==> src/rtl/fp_addsub_pipe.sv <==
// Three-stage pipelined floating-point adder/subtractor (align / add+LZC / normalize+round+pack).
// Define FP_ADD_RNE_EN for round-to-nearest-even; otherwise results are truncated toward zero.
module fp_addsub_pipe #(
    parameter int EXP_W = 8,
    parameter int MAN_W = 23
) (
    input  logic                   clk,
    input  logic                   rst,
    input  logic                   in_valid,
    output logic                   in_ready,
    input  logic [EXP_W+MAN_W:0]   a,
    input  logic [EXP_W+MAN_W:0]   b,
    input  logic                   sub,
    output logic                   out_valid,
    input  logic                   out_ready,
    output logic [EXP_W+MAN_W:0]   result,
    output logic                   ovf,
    output logic                   unf
);
    localparam int W   = 1 + EXP_W + MAN_W;
    localparam int FW  = MAN_W + 4;          // {hidden, mantissa, G, R, S}
    localparam int SW  = MAN_W + 5;          // FW plus carry
    localparam int LZW = $clog2(SW + 1);
    localparam int EW  = EXP_W + 2;

    localparam logic [EXP_W-1:0] EXP_ONES  = '1;
    localparam logic [MAN_W-1:0] MAN_ZERO  = '0;
    localparam logic [EXP_W-1:0] SHIFT_MAX = EXP_W'(MAN_W + 2);
    localparam logic [EW-1:0]    E_INF     = {2'b00, EXP_ONES};
    localparam logic [W-1:0]     QNAN      = {1'b0, EXP_ONES, 1'b1, {(MAN_W-1){1'b0}}};

    logic adv;
    assign adv      = !out_valid || out_ready;
    assign in_ready = adv;

    // ---------------- S1: classify, swap, align ----------------
    logic               sa, sb, a_nan, b_nan, a_inf, b_inf, a_zero, b_zero;
    logic [EXP_W-1:0]   ea, eb;
    logic [MAN_W-1:0]   ma, mb;
    assign sa = a[W-1];
    assign sb = b[W-1] ^ sub;
    assign ea = a[W-2:MAN_W];
    assign eb = b[W-2:MAN_W];
    assign ma = a[MAN_W-1:0];
    assign mb = b[MAN_W-1:0];
    assign a_nan  = (ea == EXP_ONES) && (ma != MAN_ZERO);
    assign b_nan  = (eb == EXP_ONES) && (mb != MAN_ZERO);
    assign a_inf  = (ea == EXP_ONES) && (ma == MAN_ZERO);
    assign b_inf  = (eb == EXP_ONES) && (mb == MAN_ZERO);
    assign a_zero = (ea == '0);
    assign b_zero = (eb == '0);

    logic           spec;
    logic [W-1:0]   spec_res;
    always_comb begin
        spec     = 1'b1;
        spec_res = '0;
        if (a_nan || b_nan || (a_inf && b_inf && (sa != sb)))
            spec_res = QNAN;
        else if (a_inf)
            spec_res = {sa, EXP_ONES, MAN_ZERO};
        else if (b_inf)
            spec_res = {sb, EXP_ONES, MAN_ZERO};
        else if (a_zero && b_zero)
            spec_res = {sa & sb, {(W-1){1'b0}}};
        else if (a_zero)
            spec_res = {sb, b[W-2:0]};
        else if (b_zero)
            spec_res = a;
        else
            spec = 1'b0;
    end

    logic               swap, xs, ys;
    logic [EXP_W-1:0]   xe, ye, ediff;
    logic [MAN_W-1:0]   xm, ym;
    assign swap  = {eb, mb} > {ea, ma};
    assign xs    = swap ? sb : sa;
    assign ys    = swap ? sa : sb;
    assign xe    = swap ? eb : ea;
    assign ye    = swap ? ea : eb;
    assign xm    = swap ? mb : ma;
    assign ym    = swap ? ma : mb;
    assign ediff = xe - ye;

    // Lower half of the wide shift collects every bit pushed past S for the sticky OR.
    logic [2*FW-1:0] y_wide;
    logic [FW-1:0]   y_al;
    always_comb begin
        y_wide = {1'b1, ym, 3'b000, {FW{1'b0}}} >> ediff;
        if (ediff > SHIFT_MAX)
            y_al = {{(FW-1){1'b0}}, 1'b1};
        else
            y_al = y_wide[2*FW-1:FW] | {{(FW-1){1'b0}}, |y_wide[FW-1:0]};
    end

    logic               s1_valid, s1_spec, s1_sign, s1_eff_sub;
    logic [W-1:0]       s1_spec_res;
    logic [EXP_W-1:0]   s1_exp;
    logic [FW-1:0]      s1_mx, s1_my;

    // ---------------- S2: magnitude add/sub, leading-zero count ----------------
    logic [SW-1:0]  sum;
    logic [LZW-1:0] lz;
    logic           lz_found;
    always_comb begin
        if (s1_eff_sub)
            sum = {1'b0, s1_mx} - {1'b0, s1_my};
        else
            sum = {1'b0, s1_mx} + {1'b0, s1_my};
        lz       = LZW'(FW);
        lz_found = 1'b0;
        for (int unsigned i = 0; i < FW; i++) begin
            if (!lz_found && sum[FW-1-i]) begin
                lz       = LZW'(i);
                lz_found = 1'b1;
            end
        end
    end

    logic               s2_valid, s2_spec, s2_sign;
    logic [W-1:0]       s2_spec_res;
    logic [EXP_W-1:0]   s2_exp;
    logic [SW-1:0]      s2_sum;
    logic [LZW-1:0]     s2_lz;

    // ---------------- S3: normalize, round, pack ----------------
    logic [FW-1:0]      norm;
    logic [EW-1:0]      e_norm, e_fin;
    logic [MAN_W+1:0]   m_rnd;
    logic [MAN_W-1:0]   m_fin;
    logic               rnd_up;
    logic [W-1:0]       res_n;
    logic               ovf_n, unf_n;

`ifdef FP_ADD_RNE_EN
    assign rnd_up = norm[2] & (norm[1] | norm[0] | norm[3]);
`else
    logic grs_unused;
    assign grs_unused = |norm[2:0];
    assign rnd_up     = 1'b0;
`endif

    always_comb begin
        if (s2_sum[SW-1]) begin
            norm   = {s2_sum[SW-1:2], s2_sum[1] | s2_sum[0]};
            e_norm = {2'b00, s2_exp} + EW'(1);
        end else begin
            norm   = s2_sum[FW-1:0] << s2_lz;
            e_norm = {2'b00, s2_exp} - EW'(s2_lz);
        end
        m_rnd = {1'b0, norm[FW-1:3]} + {{(MAN_W+1){1'b0}}, rnd_up};
        if (m_rnd[MAN_W+1]) begin
            e_fin = e_norm + EW'(1);
            m_fin = m_rnd[MAN_W:1];
        end else begin
            e_fin = e_norm;
            m_fin = m_rnd[MAN_W-1:0];
        end
        res_n = '0;
        ovf_n = 1'b0;
        unf_n = 1'b0;
        if (s2_spec)
            res_n = s2_spec_res;
        else if (s2_sum == '0)
            res_n = '0;
        else if (e_fin[EW-1] || (e_fin == '0)) begin
            res_n = {s2_sign, {(W-1){1'b0}}};
            unf_n = 1'b1;
        end else if (e_fin >= E_INF) begin
            res_n = {s2_sign, EXP_ONES, MAN_ZERO};
            ovf_n = 1'b1;
        end else
            res_n = {s2_sign, e_fin[EXP_W-1:0], m_fin};
    end

    always_ff @(posedge clk) begin
        if (rst) begin
            s1_valid    <= 1'b0;
            s1_spec     <= 1'b0;
            s1_spec_res <= '0;
            s1_sign     <= 1'b0;
            s1_eff_sub  <= 1'b0;
            s1_exp      <= '0;
            s1_mx       <= '0;
            s1_my       <= '0;
            s2_valid    <= 1'b0;
            s2_spec     <= 1'b0;
            s2_spec_res <= '0;
            s2_sign     <= 1'b0;
            s2_exp      <= '0;
            s2_sum      <= '0;
            s2_lz       <= '0;
            out_valid   <= 1'b0;
            result      <= '0;
            ovf         <= 1'b0;
            unf         <= 1'b0;
        end else if (adv) begin
            s1_valid    <= in_valid;
            s1_spec     <= spec;
            s1_spec_res <= spec_res;
            s1_sign     <= xs;
            s1_eff_sub  <= xs ^ ys;
            s1_exp      <= xe;
            s1_mx       <= {1'b1, xm, 3'b000};
            s1_my       <= y_al;
            s2_valid    <= s1_valid;
            s2_spec     <= s1_spec;
            s2_spec_res <= s1_spec_res;
            s2_sign     <= s1_sign;
            s2_exp      <= s1_exp;
            s2_sum      <= sum;
            s2_lz       <= lz;
            out_valid   <= s2_valid;
            result      <= s2_valid ? res_n : '0;
            ovf         <= s2_valid & ovf_n;
            unf         <= s2_valid & unf_n;
        end
    end
endmodule

==> config.mk <==
export PLATFORM = sky130hd
export DESIGN_NAME = fp_addsub_pipe
export DESIGN_NICKNAME = d
export VERILOG_FILES = /design/src/rtl/fp_addsub_pipe.sv
export SDC_FILE = /design/constraint.sdc
export NUM_CORES = 1
export LEC_CHECK = 0
export CORE_MARGIN = 5
export CORE_UTILIZATION = 61
export DETAILED_ROUTE_END_ITERATION = 6
export HOLD_SLACK_MARGIN = 0.08
export PLACE_DENSITY = 0.82
export SYNTH_ARGS = -nofsm -noshare
export SYNTH_HDL_FRONTEND = slang
export SYNTH_SLANG_ARGS = --single-unit
==> constraint.sdc <==
create_clock -name clk -period 10.5 [get_ports clk]
set_input_delay 3.15 -clock clk [delete_from_list [all_inputs] [get_ports clk]]
set_output_delay 3.15 -clock clk [all_outputs]
set_load 0.02 [all_outputs]
; After elaboration in Yosys (flattened, before gate mapping)
; Cells that the tools add are included.
[op_classes]
add_sub_neg = 5
order_cmp = 3
n_eq_ne = 3
shifts = 2
n_mux = 87
n_bitwise = 7
reduce_logical = 73
[op_table]
columns = cell, count
row1 = 32-bit 2-to-1 mux, 9
row2 = 5-bit 2-to-1 mux, 27
row3 = 31-bit 2-to-1 mux, 2
row4 = 54-bit by 8-bit >> shifter with 54-bit output, 1
row5 = 23-bit logical NOT, 2
row6 = 23-bit 2-to-1 mux, 2
row7 = 23-bit nonzero test, 2
row8 = 1-bit 2-to-1 mux, 41
row9 = 1-bit logical AND, 33
row10 = 31-bit > comparator, 1
row11 = 27-bit by 27-bit adder with 28-bit output, 1
row12 = 28-bit logical NOT, 1
row13 = 28-bit 2-to-1 mux, 1
row14 = 27-bit by 27-bit subtractor with 28-bit output, 1
row15 = 1-bit logical NOT, 27
row16 = 27-bit 2-to-1 mux, 1
row17 = 27-bit by 1-bit OR with 27-bit output, 1
row18 = 27-bit OR reduction, 1
row19 = 27-bit by 5-bit left shift with 26-bit output, 1
row20 = 26-bit 2-to-1 mux, 1
row21 = "8-bit equality test, second input constant", 2
row22 = 8-bit logical NOT, 2
row23 = 8-bit 2-to-1 mux, 2
row24 = "10-bit by 8-bit greater-or-equal comparator with 1-bit output, second input constant", 1
row25 = 11 further kinds, 17
[word_totals]
reg_bits = 206
in_bits = 69
elab_cells = 199

; Longest topological paths before layout
; Gate-level depths: netlist (run 1).
[depth]
depth_word = 81
mapped_depth = 26

; Worst setup path before layout (run 1)
; OpenSTA, ideal clock, no wires.
[synth_path]
kind = input port to flip-flop
startpoint = in a[26]
endpoint = reg s1_my[0]
t_arrival_ps = 8239
required_time_ps = 10364
slack_ps = 2125
cell_stages = 25
path_buffers = 5
cell_sequence = inv_1 -> ha_1 -> a21oi_1 -> o21ai_1 -> a21oi_1 -> o2111ai_1 -> o31ai_2 -> buf_6 -> buf_6 -> buf_4 -> buf_1 -> mux2i_1 -> ha_1 -> inv_1 -> and3_1 -> o21ai_0 -> o2111ai_1 -> nor3_4 -> buf_4 -> mux2i_1 -> o211ai_1 -> a2111oi_0 -> nor3_1 -> o21bai_1 -> o211ai_1
[synth_via]
elab_chain_len = 7
word_cells_on_any_way = 10
cone_classes = add/sub: 1 / order compare: 2 / shift: 1 / mux: 4 / bitwise: 1 / reduce/logical: 1
[synth_rtl]
columns = item, line_no
row1 = "start, declared", 11  ; input logic [EXP_W+MAN_W:0] a,
row2 = 31-bit > comparator, 77  ; assign swap = {eb, mb} > {ea, ma};
row3 = 8-bit 2-to-1 mux (on tied branches), "80, 81"
row4 = 8-bit subtractor, 84  ; assign ediff = xe - ye;
row5 = 54-bit by 8-bit >> shifter with 54-bit output, 90  ; y_wide = {1'b1, ym, 3'b000, {FW{1'b0}}} >> ediff;
row6 = 27-bit OR reduction, 94  ; y_al = y_wide[2*FW-1:FW] | {{(FW-1){1'b0}}, |y_wide[FW-1:0]};
row7 = 27-bit by 1-bit OR with 27-bit output, 94
row8 = 27-bit 2-to-1 mux (*), 91  ; if (ediff > SHIFT_MAX)
row9 = "end signal, assigned", 206  ; s1_my <= y_al;
row10 = "end, declared", 100  ; logic [FW-1:0] s1_mx, s1_my;
; Every way passes the cells marked *; elsewhere a longest branch is shown, timed or not.
; A chain may end at the register's enable or synchronous reset.

; Worst setup path in the final report (run 1)
[layout_path]
startpoint = in a[25]
endpoint = reg s1_my[26]
[layout_via]
elab_chain_len = 6
word_cells_on_any_way = 9
cone_classes = add/sub: 1 / order compare: 2 / shift: 1 / mux: 4 / bitwise: 1
[layout_rtl]
columns = item, line_no
row1 = 31-bit > comparator, 77
row2 = 8-bit 2-to-1 mux (on tied branches), "80, 81"
row3 = 8-bit subtractor, 84
row4 = 54-bit by 8-bit >> shifter with 54-bit output, 90
row5 = 27-bit by 1-bit OR with 27-bit output, 94
row6 = 27-bit 2-to-1 mux (*), 91
; Marked as above.

==> summary.txt, run 1 <==
====================================================================================
Highest-count cells in the layout ignoring fill and taps .............. 282 x nor2_1, 271 x nand2_1, 206 x dfxtp_1
Required time of the critical path ....................................     10.95 ns
Via-to-Cell Ratio .....................................................         6.68
Initial antenna violation count .......................................            0
F_max .................................................................    0.110 GHz
Library cells used by synthesis .......................................           95
Signal arrival time at the worst endpoint .............................      9.51 ns
Worst reg2reg path endpoint ........................................... result[8]$_SDFFE_PP0P_
Net total in the final layout .........................................         2290
Type of the most critical hold path ...................................   reg -> reg
Leading cell type in the layout, fill and taps excluded ...............       nor2_1
Wire length of the first global-routing pass ..........................     84500 um
Post-CTS repair timing setup buffer count .............................            0
Final Max Tran Viols ..................................................            0
Layout area overhead ..................................................        11.7%
Compound-Gate Fraction of Synth Area ..................................        26.7%
Cell area after synthesis .............................................    15900 um2
Maximum buffer depth of the clock tree ................................            3
Fraction of the yosys area taken by sequential cells ..................        25.9%
Detail-routed net length per standard cell ............................      21.7 um
Maximum level of the CTS H-tree .......................................            1
Number of instances in the synthesized netlist ........................         2131
Count of flip-flops with a built-in enable after synthesis ............            0
Initial cell density of the core ......................................        61.5%
Kind of launch point of the worst setup path .......................... primary input
Hold path depth .......................................................            2
Actual transition at the worst max-transition pin .....................      1.15 ns
Remaining design rule violation count .................................            0
Hpwl dp ...............................................................     39800 um
Highest metal used ....................................................         met4
Portion of netlist area occupied by mux cells .........................        10.8%
Dominant combinational cell family by area after synthesis ............ compound AO/OA/AOI/OAI gates
Worst Reg2Reg Path Length in Cells ....................................           14
Clock-pin transition on the worst setup and hold timing paths .........      0.06 ns
Length of routed met2 wiring ..........................................     23200 um
Pin count of the biggest net entering global routing ..................          158
Total negative slack for setup checks .................................         0 ns
Num CTS Buffers .......................................................           24
Post-synthesis async set-or-reset flop share ..........................           0%
Min Tclk post-route ...................................................      9.06 ns
Synth Net Count .......................................................         2290
Critical path class ...................................................    in -> reg
Mean post-synth cell area .............................................     7.46 um2
Worst-case hold path end point ........................................ s2_spec_res[5]$_SDFFE_PP0P_
Synthesized flop and latch total ......................................          206
Gr ovfl total .........................................................            0
Reported leakage power ................................................   0.00703 uW
Critical Path End Type ................................................    flip-flop
Fraction of the mapped netlist area in simple logic gates .............        21.1%
Total power density per cell area .....................................   161 nW/um2
Share of cells above drive strength 1 .................................        5.96%
Result of the run .....................................................    completed
Width of the die ......................................................       171 um
ANT cells .............................................................            0
Top FF cell, synth ....................................................      dfxtp_1
Relative slew slack ...................................................        22.8%
Routed Antenna Nets ...................................................            0
Startpoint of the most critical hold path ............................. s1_spec_res[5]$_SDFFE_PP0P_
Post-cts gate resize count ............................................            0
Final setup vio count .................................................            0
Worst reg2reg startpoint .............................................. s2_lz[2]$_SDFFE_PP0P_
Final worst-path setup slack ..........................................      1.44 ns
Port bufs .............................................................          104
Vert. Die Dim .........................................................       171 um
Clk_lat worst skew ....................................................      0.53 ns
Max-cap violations ....................................................            0
Post-Route Skew .......................................................    0.0197 ns
Die Area ..............................................................    29400 um2
Final core utilization ................................................        68.7%
Iteration count of the initial detailed-routing pass ..................            7
Core footprint ........................................................    25800 um2
Routed wire length ....................................................     53800 um
Hold bufs inserted after CTS ..........................................            0
Weighted congestion at the end of routability-driven global placement .         1.03
Wire length the detailed router placed on met1 ........................     23000 um
RSZ-0062 raised after global routing ..................................           no
Peak VDD IR ...........................................................       150 uV
Clk sink count ........................................................          206
CTS tree ..............................................................        built
Initial detailed-routing violation count ..............................         2093
Setup slack of the worst register-to-register path ....................      5.34 ns
Routed via count ......................................................        16583
Clock Root Buffer .....................................................    clkbuf_16
I/O pin count .........................................................          105
Adder-Cell Fraction of Synth Area .....................................        7.18%
Parity-gate share of the synthesized area counting xor and xnor cells .        2.20%
Total routing resource utilization after global routing ...............        35.5%
Final hold viol count .................................................            0
Rows ..................................................................           59
Via count of the first global-routing pass ............................        15288
Share of the cycle needed by the critical path after routing ..........        86.3%
Worst setup slack after placement .....................................      1.05 ns
Met3 layer wire length in the routed design ...........................      5410 um
Yosys warning count ...................................................            0
Worst-path fanout max .................................................           56
====================================================================================
metrics by stage:
step / hold WS [ns] / cell area (um2) / instances / power [uW]
final: 0.442 / 17800 / 2481 / 2850
after global routing: 0.456 / 17800 / 2481 / 2980
after floorplan: 0.427 / 15900 / 2131 / 1660
after detailed placement: 0.446 / 16900 / 2440 / 1960
after CTS: 0.439 / 17800 / 2481 / 2820
after global placement: 0.439 / 16900 / 2440 / 1950
how the worst max path moves through the flow:
| stage | cells past startpoint | slack (ns) | endpoint | startpoint |
|---|---|---|---|---|
| floorplan | 25 | 2.13 | s1_my[0]$_SDFFE_PP0P_ | a[26] |
| global placement | 18 | 1.24 | s1_my[26]$_SDFFE_PP0P_ | a[24] |
| detailed placement | 18 | 1.05 | s1_my[26]$_SDFFE_PP0P_ | a[25] |
| CTS | 18 | 1.57 | s1_my[26]$_SDFFE_PP0P_ | a[25] |
| global route | 22 | 1.02 | s1_my[26]$_SDFFE_PP0P_ | a[24] |
| finish | 18 | 1.44 | s1_my[26]$_SDFFE_PP0P_ | a[25] |
worst max-delay path, stage by stage:
cell and delay, ns:
clkdlybuf4s50_1 0.56, inv_1 0.12, ha_1 0.49, nand2_1 0.12
o21ai_1 0.10, a21oi_1 0.19, o2111ai_1 0.21, o31ai_4 0.72
buf_4 0.84, mux2_2 0.42, a31o_2 0.26, xnor2_1 0.90
o311ai_0 0.37, nor3_2 0.19, buf_4 0.23, and4_1 0.38
a32oi_1 0.14, nor2_1 0.11
routing by layer:
layer  vias up  global-route usage [%]
met3       163                    5.81
met2       958                    54.0
met1      7730                    51.1
li1       7732                       -
met5         -                       0
met4         0                    12.5
registers in the layout, indices dropped and copies added, names as in the netlist, 5 cells and up:
signal,flops
result,32
s2_exp,8
s2_lz,5
s1_exp,8
s1_spec_res,32
s1_my,27
s2_spec_res,32
s2_sum,28
s1_mx,24
cell families after synthesis:
group | after synthesis
AO/OA/AOI/OAI | 654
XOR/XNOR | 40
flip-flops | 206
buffers and inverters | 251
multiplexers | 135
AND/OR/NAND/NOR | 755
adder cells (fa/ha/maj) | 90
area by class of cell:
type / count / area (um2)
multi-input cells: 1674 / 10800
inverters: 102 / 385
fillers: 2288 / 8080
flip-flops and latches: 206 / 4120
clock inverters: 12 / 166
clock buffers: 29 / 649
well taps: 335 / 419
repair buffers: 123 / 1200
report_power, final:
group / switching, uW / internal, uW
registers: 63.4 / 824
clock network: 349 / 516
logic: 684 / 412
synth_stat cells (9+ instances only):
cell type,number,area (um2)
a211oi_1,70,526
a21o_1,18,135
a21oi_1,192,961
a22oi_1,95,713
a31oi_1,14,87.6
buf_1,16,60.1
clkbuf_1,121,454
dfxtp_1,206,4120
ha_1,88,1100
inv_1,97,364
mux2_2,12,135
mux2i_1,95,951
mux4_2,26,586
nand2_1,271,1020
nand2b_1,9,56.3
nand3_1,26,130
nand4_1,24,150
nor2_1,283,1060
nor2b_1,17,106
nor3_1,35,175
nor4_1,33,206
o211ai_1,13,97.6
o21a_1,14,105
o21ai_0,119,596
o21bai_1,12,90.1
o31ai_1,9,67.6
xnor2_1,26,228
xor2_1,14,123
Power figures use the tool's default switching activity.
==> inputs of run 2 (changes only) <==
--- a/config.mk
+++ b/config.mk
@@ -10,6 +10,8 @@
 export DETAILED_ROUTE_END_ITERATION = 6
 export HOLD_SLACK_MARGIN = 0.08
 export PLACE_DENSITY = 0.82
+export REMOVE_ABC_BUFFERS = 1
+export SETUP_SLACK_MARGIN = 0.15
 export SYNTH_ARGS = -nofsm -noshare
 export SYNTH_HDL_FRONTEND = slang
 export SYNTH_SLANG_ARGS = --single-unit
==> summary.txt, run 2 (synthesis gave the netlist of run 1 again) <==
====================================================================================
Rows ..................................................................           59
Final Max Tran Viols ..................................................            0
Via count of the first global-routing pass ............................        15105
Area of all placed cells without fillers ..............................    17800 um2
Result of the run ..................................................... complete, but fails checks
Maximum buffer depth of the clock tree ................................            3
Peak VDD IR ...........................................................       150 uV
Worst-path fanout max .................................................           67
Finished Layout Cells .................................................         2484
Final hold viol count .................................................            0
Post-CTS repair timing setup buffer count .............................            0
Weighted congestion at the end of routability-driven global placement .        0.989
Clk_lat worst skew ....................................................      0.52 ns
Share of the cycle needed by the critical path after routing ..........        81.4%
Critical path class ...................................................    in -> reg
Clk sink count ........................................................          206
Max-cap violations ....................................................            0
Port bufs .............................................................          104
Maximum level of the CTS H-tree .......................................            1
Num CTS Buffers .......................................................           23
Clock-pin transition on the worst setup and hold timing paths .........      0.07 ns
Detail-routed net length per standard cell ............................      21.3 um
ANT cells .............................................................            0
Routed Antenna Nets ...................................................            0
RSZ-0062 raised after global routing ..................................           no
Reported leakage power ................................................   0.00704 uW
Via-to-Cell Ratio .....................................................         6.69
Post-Route Skew .......................................................    0.0197 ns
Placed cells ..........................................................         2443
CTS tree ..............................................................        built
Initial antenna violation count .......................................            1
Critical Path End Type ................................................    flip-flop
Initial detailed-routing violation count ..............................         2178
Required time of the critical path ....................................     10.95 ns
Type of the most critical hold path ...................................   reg -> reg
Actual transition at the worst max-transition pin .....................      1.13 ns
Signal arrival time at the worst endpoint .............................      9.00 ns
Kind of launch point of the worst setup path .......................... primary input
Min Tclk post-route ...................................................      8.54 ns
Clock Root Buffer .....................................................    clkbuf_16
Vert. Die Dim .........................................................       171 um
Final setup vio count .................................................            0
Placed Area ...........................................................    17000 um2
Relative slew slack ...................................................        24.9%
Final worst-path setup slack ..........................................      1.96 ns
Wire length the detailed router placed on met1 ........................     21900 um
Hpwl dp ...............................................................     39500 um
Length of routed met2 wiring ..........................................     23900 um
Regs by FF count ...................................................... result (32), s1_spec_res (32), s2_spec_res (32)
Net total in the final layout .........................................         2292
Violated checks .......................................................          DRC
Initial cell density of the core ......................................        61.5%
F_max .................................................................    0.117 GHz
Highest metal used ....................................................         met5
Die Area ..............................................................    29400 um2
Total routing resource utilization after global routing ...............        34.5%
Met3 layer wire length in the routed design ...........................      5130 um
Worst setup slack after placement .....................................      1.53 ns
Core footprint ........................................................    25800 um2
I/O pin count .........................................................          105
Routed via count ......................................................        16608
Total power density per cell area .....................................   161 nW/um2
Pin count of the biggest net entering global routing ..................          123
Wire length of the first global-routing pass ..........................     82300 um
Layout area overhead ..................................................        11.7%
Gr ovfl total .........................................................            0
Post-cts gate resize count ............................................            0
Iteration count of the initial detailed-routing pass ..................            7
Remaining design rule violation count .................................            7
Highest-count cells in the layout ignoring fill and taps .............. 282 x nor2_1, 271 x nand2_1, 206 x dfxtp_1
Share of cells above drive strength 1 .................................        6.05%
Hold bufs inserted after CTS ..........................................            0
Width of the die ......................................................       171 um
Final core utilization ................................................        68.7%
Leading cell type in the layout, fill and taps excluded ...............       nor2_1
Routed wire length ....................................................     52900 um
====================================================================================
run 2: cell types whose count changed in the layout (fill, tap and decap cells not counted), sizes merged:
cell    before  now
bufinv       3    4
inv        100  101
clkbuf      29   28
buf         20   23
clkinv       9    8
run 2: per-layer routing:
layer / up-vias / global-route usage [%]
met4: 2 / 12.4
met3: 139 / 5.88
met2: 931 / 53.8
met1: 7806 / 48.2
li1: 7730 / -
met5: - / 0
run 2: critical path, stage by stage:
cell             delay, ns
clkdlybuf4s50_1       0.63
inv_1                 0.08
ha_1                  0.32
nand4_1               0.16
nor4_1                0.49
nand3_1               0.16
nor2b_4               0.18
o31ai_4               0.07
buf_4                 0.87
mux2_2                0.41
a31o_2                0.26
a2111oi_0             0.46
nor3b_1               0.17
nor3_2                0.76
and4_1                0.55
a32oi_1               0.16
nor2_1                0.11
run 2: where the power goes:
group          switching [uW]  internal [uW]
Combinational             701            415
Clock                     335            520
Sequential               55.4            824
run 2: cell type report:
type                            count  area [um2]
Clock buffer                       28         614
Sequential cell                   206        4120
Clock inverter                     13         193
Tap cell                          335         419
Timing Repair Buffer              126        1210
Inverter                          102         385
Fill cell                        2209        8080
Multi-Input combinational cell   1674       10800
run 2: worst paths after layout:
path	start	endpoint	slack, ns	cells after the start
hold / removal	s2_spec_res[5]$_SDFFE_PP0P_	s2_spec_res[5]$_SDFFE_PP0P_	0.46	2
hold reg to reg	s2_spec_res[5]$_SDFFE_PP0P_	s2_spec_res[5]$_SDFFE_PP0P_	0.46	2
setup reg to reg	s1_my[16]$_SDFFE_PP0P_	s2_lz[1]$_SDFFE_PP0P_	5.62	15
setup / recovery	a[22]	s1_my[26]$_SDFFE_PP0P_	1.96	17
run 2: metrics by stage:
step	total power, uW	setup TNS [ns]	hold WS [ns]
floorplan	1630	-725.12	0.421
global placement	1960	0	0.439
detailed placement	1970	0	0.446
CTS	2830	0	0.454
global route	2980	0	0.476
finish	2850	0	0.455
==> inputs of run 3 (changes only) <==
--- a/config.mk
+++ b/config.mk
@@ -6,10 +6,10 @@
 export NUM_CORES = 1
 export LEC_CHECK = 0
 export CORE_MARGIN = 5
-export CORE_UTILIZATION = 61
+export CORE_UTILIZATION = 55
 export DETAILED_ROUTE_END_ITERATION = 6
 export HOLD_SLACK_MARGIN = 0.08
-export PLACE_DENSITY = 0.82
+export PLACE_DENSITY = 0.78
 export REMOVE_ABC_BUFFERS = 1
 export SETUP_SLACK_MARGIN = 0.15
 export SYNTH_ARGS = -nofsm -noshare
==> constraint.sdc (replaced) <==
create_clock -name clk -period 7.6 [get_ports clk]
set_input_delay 2.28 -clock clk [delete_from_list [all_inputs] [get_ports clk]]
set_output_delay 2.28 -clock clk [all_outputs]
set_load 0.02 [all_outputs]
==> summary.txt, run 3 (synthesis gave the netlist of run 1 again) <==
====================================================================================
Result of the run .....................................................    completed
Post-CTS repair timing setup buffer count .............................            0
Signal arrival time at the worst endpoint .............................      7.43 ns
Clock Root Buffer .....................................................    clkbuf_16
RSZ-0062 raised after global routing ..................................           no
Detail-routed net length per standard cell ............................      20.5 um
I/O pin count .........................................................          105
Pin count of the biggest net entering global routing ..................          117
Gr ovfl total .........................................................            0
Worst-path fanout max .................................................            8
Final Max Tran Viols ..................................................            0
Actual transition at the worst max-transition pin .....................      1.03 ns
GR Util met2 ..........................................................        47.5%
Rows ..................................................................           62
Routed Antenna Nets ...................................................            0
Final hold viol count .................................................            0
Clock group share of total power ......................................        27.8%
Post-Route Skew .......................................................    0.0136 ns
Port bufs .............................................................          104
Routed wire length ....................................................     53100 um
Most Used Layer, Global Route .........................................         met2
Wire length of the first global-routing pass ..........................     82900 um
Critical Path End Type ................................................    flip-flop
Num CTS Buffers .......................................................           23
Final setup vio count .................................................            0
ANT cells .............................................................            0
F_max .................................................................    0.141 GHz
Hold bufs inserted after CTS ..........................................            0
Width of the die ......................................................       180 um
Share of cells above drive strength 1 .................................        8.39%
Kind of launch point of the worst setup path .......................... primary input
Finished Layout Cells .................................................         2589
CTS tree ..............................................................        built
Initial cell density of the core ......................................        55.6%
Layout area overhead ..................................................        14.4%
Reported leakage power ................................................   0.00729 uW
Routed via count ......................................................        16486
Final worst-path setup slack ..........................................     0.532 ns
Regs by FF count ...................................................... result (32), s1_spec_res (32), s2_spec_res (32)
Hpwl dp ...............................................................     40200 um
Die Area ..............................................................    32400 um2
Relative slew slack ...................................................        30.9%
Type of the most critical hold path ...................................   reg -> reg
Initial detailed-routing violation count ..............................         2067
Placed cells ..........................................................         2549
Total routing resource utilization after global routing ...............        30.9%
Peak VDD IR ...........................................................       132 uV
Clk sink count ........................................................          206
Weighted congestion at the end of routability-driven global placement .         1.01
Vert. Die Dim .........................................................       180 um
Worst Reg2Reg Path Length in Cells ....................................           15
Met1 track demand over resource .......................................        44.6%
Critical path class ...................................................    in -> reg
Max-cap violations ....................................................            0
Met3 track demand over resource .......................................        4.52%
Maximum buffer depth of the clock tree ................................            3
Initial antenna violation count .......................................            0
Net total in the final layout .........................................         2349
Highest-count cells in the layout ignoring fill and taps .............. 282 x nor2_1, 271 x nand2_1, 206 x dfxtp_1
Power spent charging and discharging nets .............................      1480 uW
Required time of the critical path ....................................      7.96 ns
P_int .................................................................      2410 uW
Total power density per cell area .....................................   214 nW/um2
Clock-pin transition on the worst setup and hold timing paths .........      0.06 ns
Hold slack ............................................................     0.453 ns
Worst setup slack after placement .....................................   -0.0165 ns
Clk_lat worst skew ....................................................      0.50 ns
Part of the power in combinational logic ..............................        40.9%
Net switching share of the total power ................................        38.1%
Share of the cycle needed by the critical path after routing ..........        93.0%
Hold path depth .......................................................            2
Remaining design rule violation count .................................            0
Via-to-Cell Ratio .....................................................         6.37
Maximum level of the CTS H-tree .......................................            1
Core footprint ........................................................    28600 um2
Via count of the first global-routing pass ............................        14867
Sequential fraction of design power ...................................        31.3%
Leading cell type in the layout, fill and taps excluded ...............       nor2_1
Iteration count of the initial detailed-routing pass ..................            6
Min Tclk post-route ...................................................      7.07 ns
====================================================================================
## run 3: critical path, cell delays in order
cell             delay [ns]
clkdlybuf4s50_1        0.59
inv_1                  0.12
ha_1                   0.41
a21oi_1                0.15
o21ai_1                0.10
a21oi_1                0.16
o2111ai_1              0.21
o31ai_4                0.31
mux2i_1                0.22
ha_1                   0.19
inv_1                  0.06
and3_1                 0.19
o21ai_0                0.23
o2111ai_1              0.26
nor3_4                 0.36
buf_4                  0.26
mux2i_1                0.25
o211ai_1               0.12
a2111oi_0              0.52
nor3_1                 0.10
o21bai_1               0.20
o211ai_1               0.12
## run 3: stage by stage
stage	instance area (um2)	utilization [%]	TNS, ns	total power (uW)
finish	18200	63.6	0	3890
global route	18200	63.6	0	4080
floorplan	15300	-	-1133.91	2260
detailed placement	17400	60.9	-0.0165	2780
global placement	17400	60.9	0	2790
CTS	18200	63.5	0	3870
## run 3: timing repair
action,4_1_cts,5_1_grt
hold endpoints to repair,0,0
resized for setup,0,1
endpoints found under the setup margin,0,1
## run 3: layout make-up
class                           count  area (um2)
Inverter                          102         385
Tap cell                          384         480
Multi-Input combinational cell   1674       10800
Sequential cell                   206        4120
Clock inverter                      7        73.8
Timing Repair Buffer              183        1640
Clock buffer                       33         673
Fill cell                        2530       10400
## run 3: power groups by stage
stage / clock [uW] / combinational, uW / sequential, uW
floorplan: 0 / 1030 / 1230
global placement: 0 / 1550 / 1240
detailed placement: 0 / 1550 / 1240
CTS: 1100 / 1560 / 1210
global route: 1150 / 1710 / 1220
finish: 1080 / 1590 / 1220
## run 3: path summary, 6_finish.rpt
path / from / to / slack, ns
worst max-delay path: a[26] / s1_my[0]$_SDFFE_PP0P_ / 0.53
worst min-delay path: s2_spec_res[6]$_SDFFE_PP0P_ / s2_spec_res[6]$_SDFFE_PP0P_ / 0.45
worst max register to register: s1_my[13]$_SDFFE_PP0P_ / s2_lz[1]$_SDFFE_PP0P_ / 2.83
worst min register to register: s2_spec_res[6]$_SDFFE_PP0P_ / s2_spec_res[6]$_SDFFE_PP0P_ / 0.45
## run 3: routing by layer
metal | routed length (um) | share of wire [%]
met1 | 23200 | 44
met2 | 23300 | 44
met3 | 4550 | 8.6
met4 | 1930 | 3.6
met5 | 0 | 0
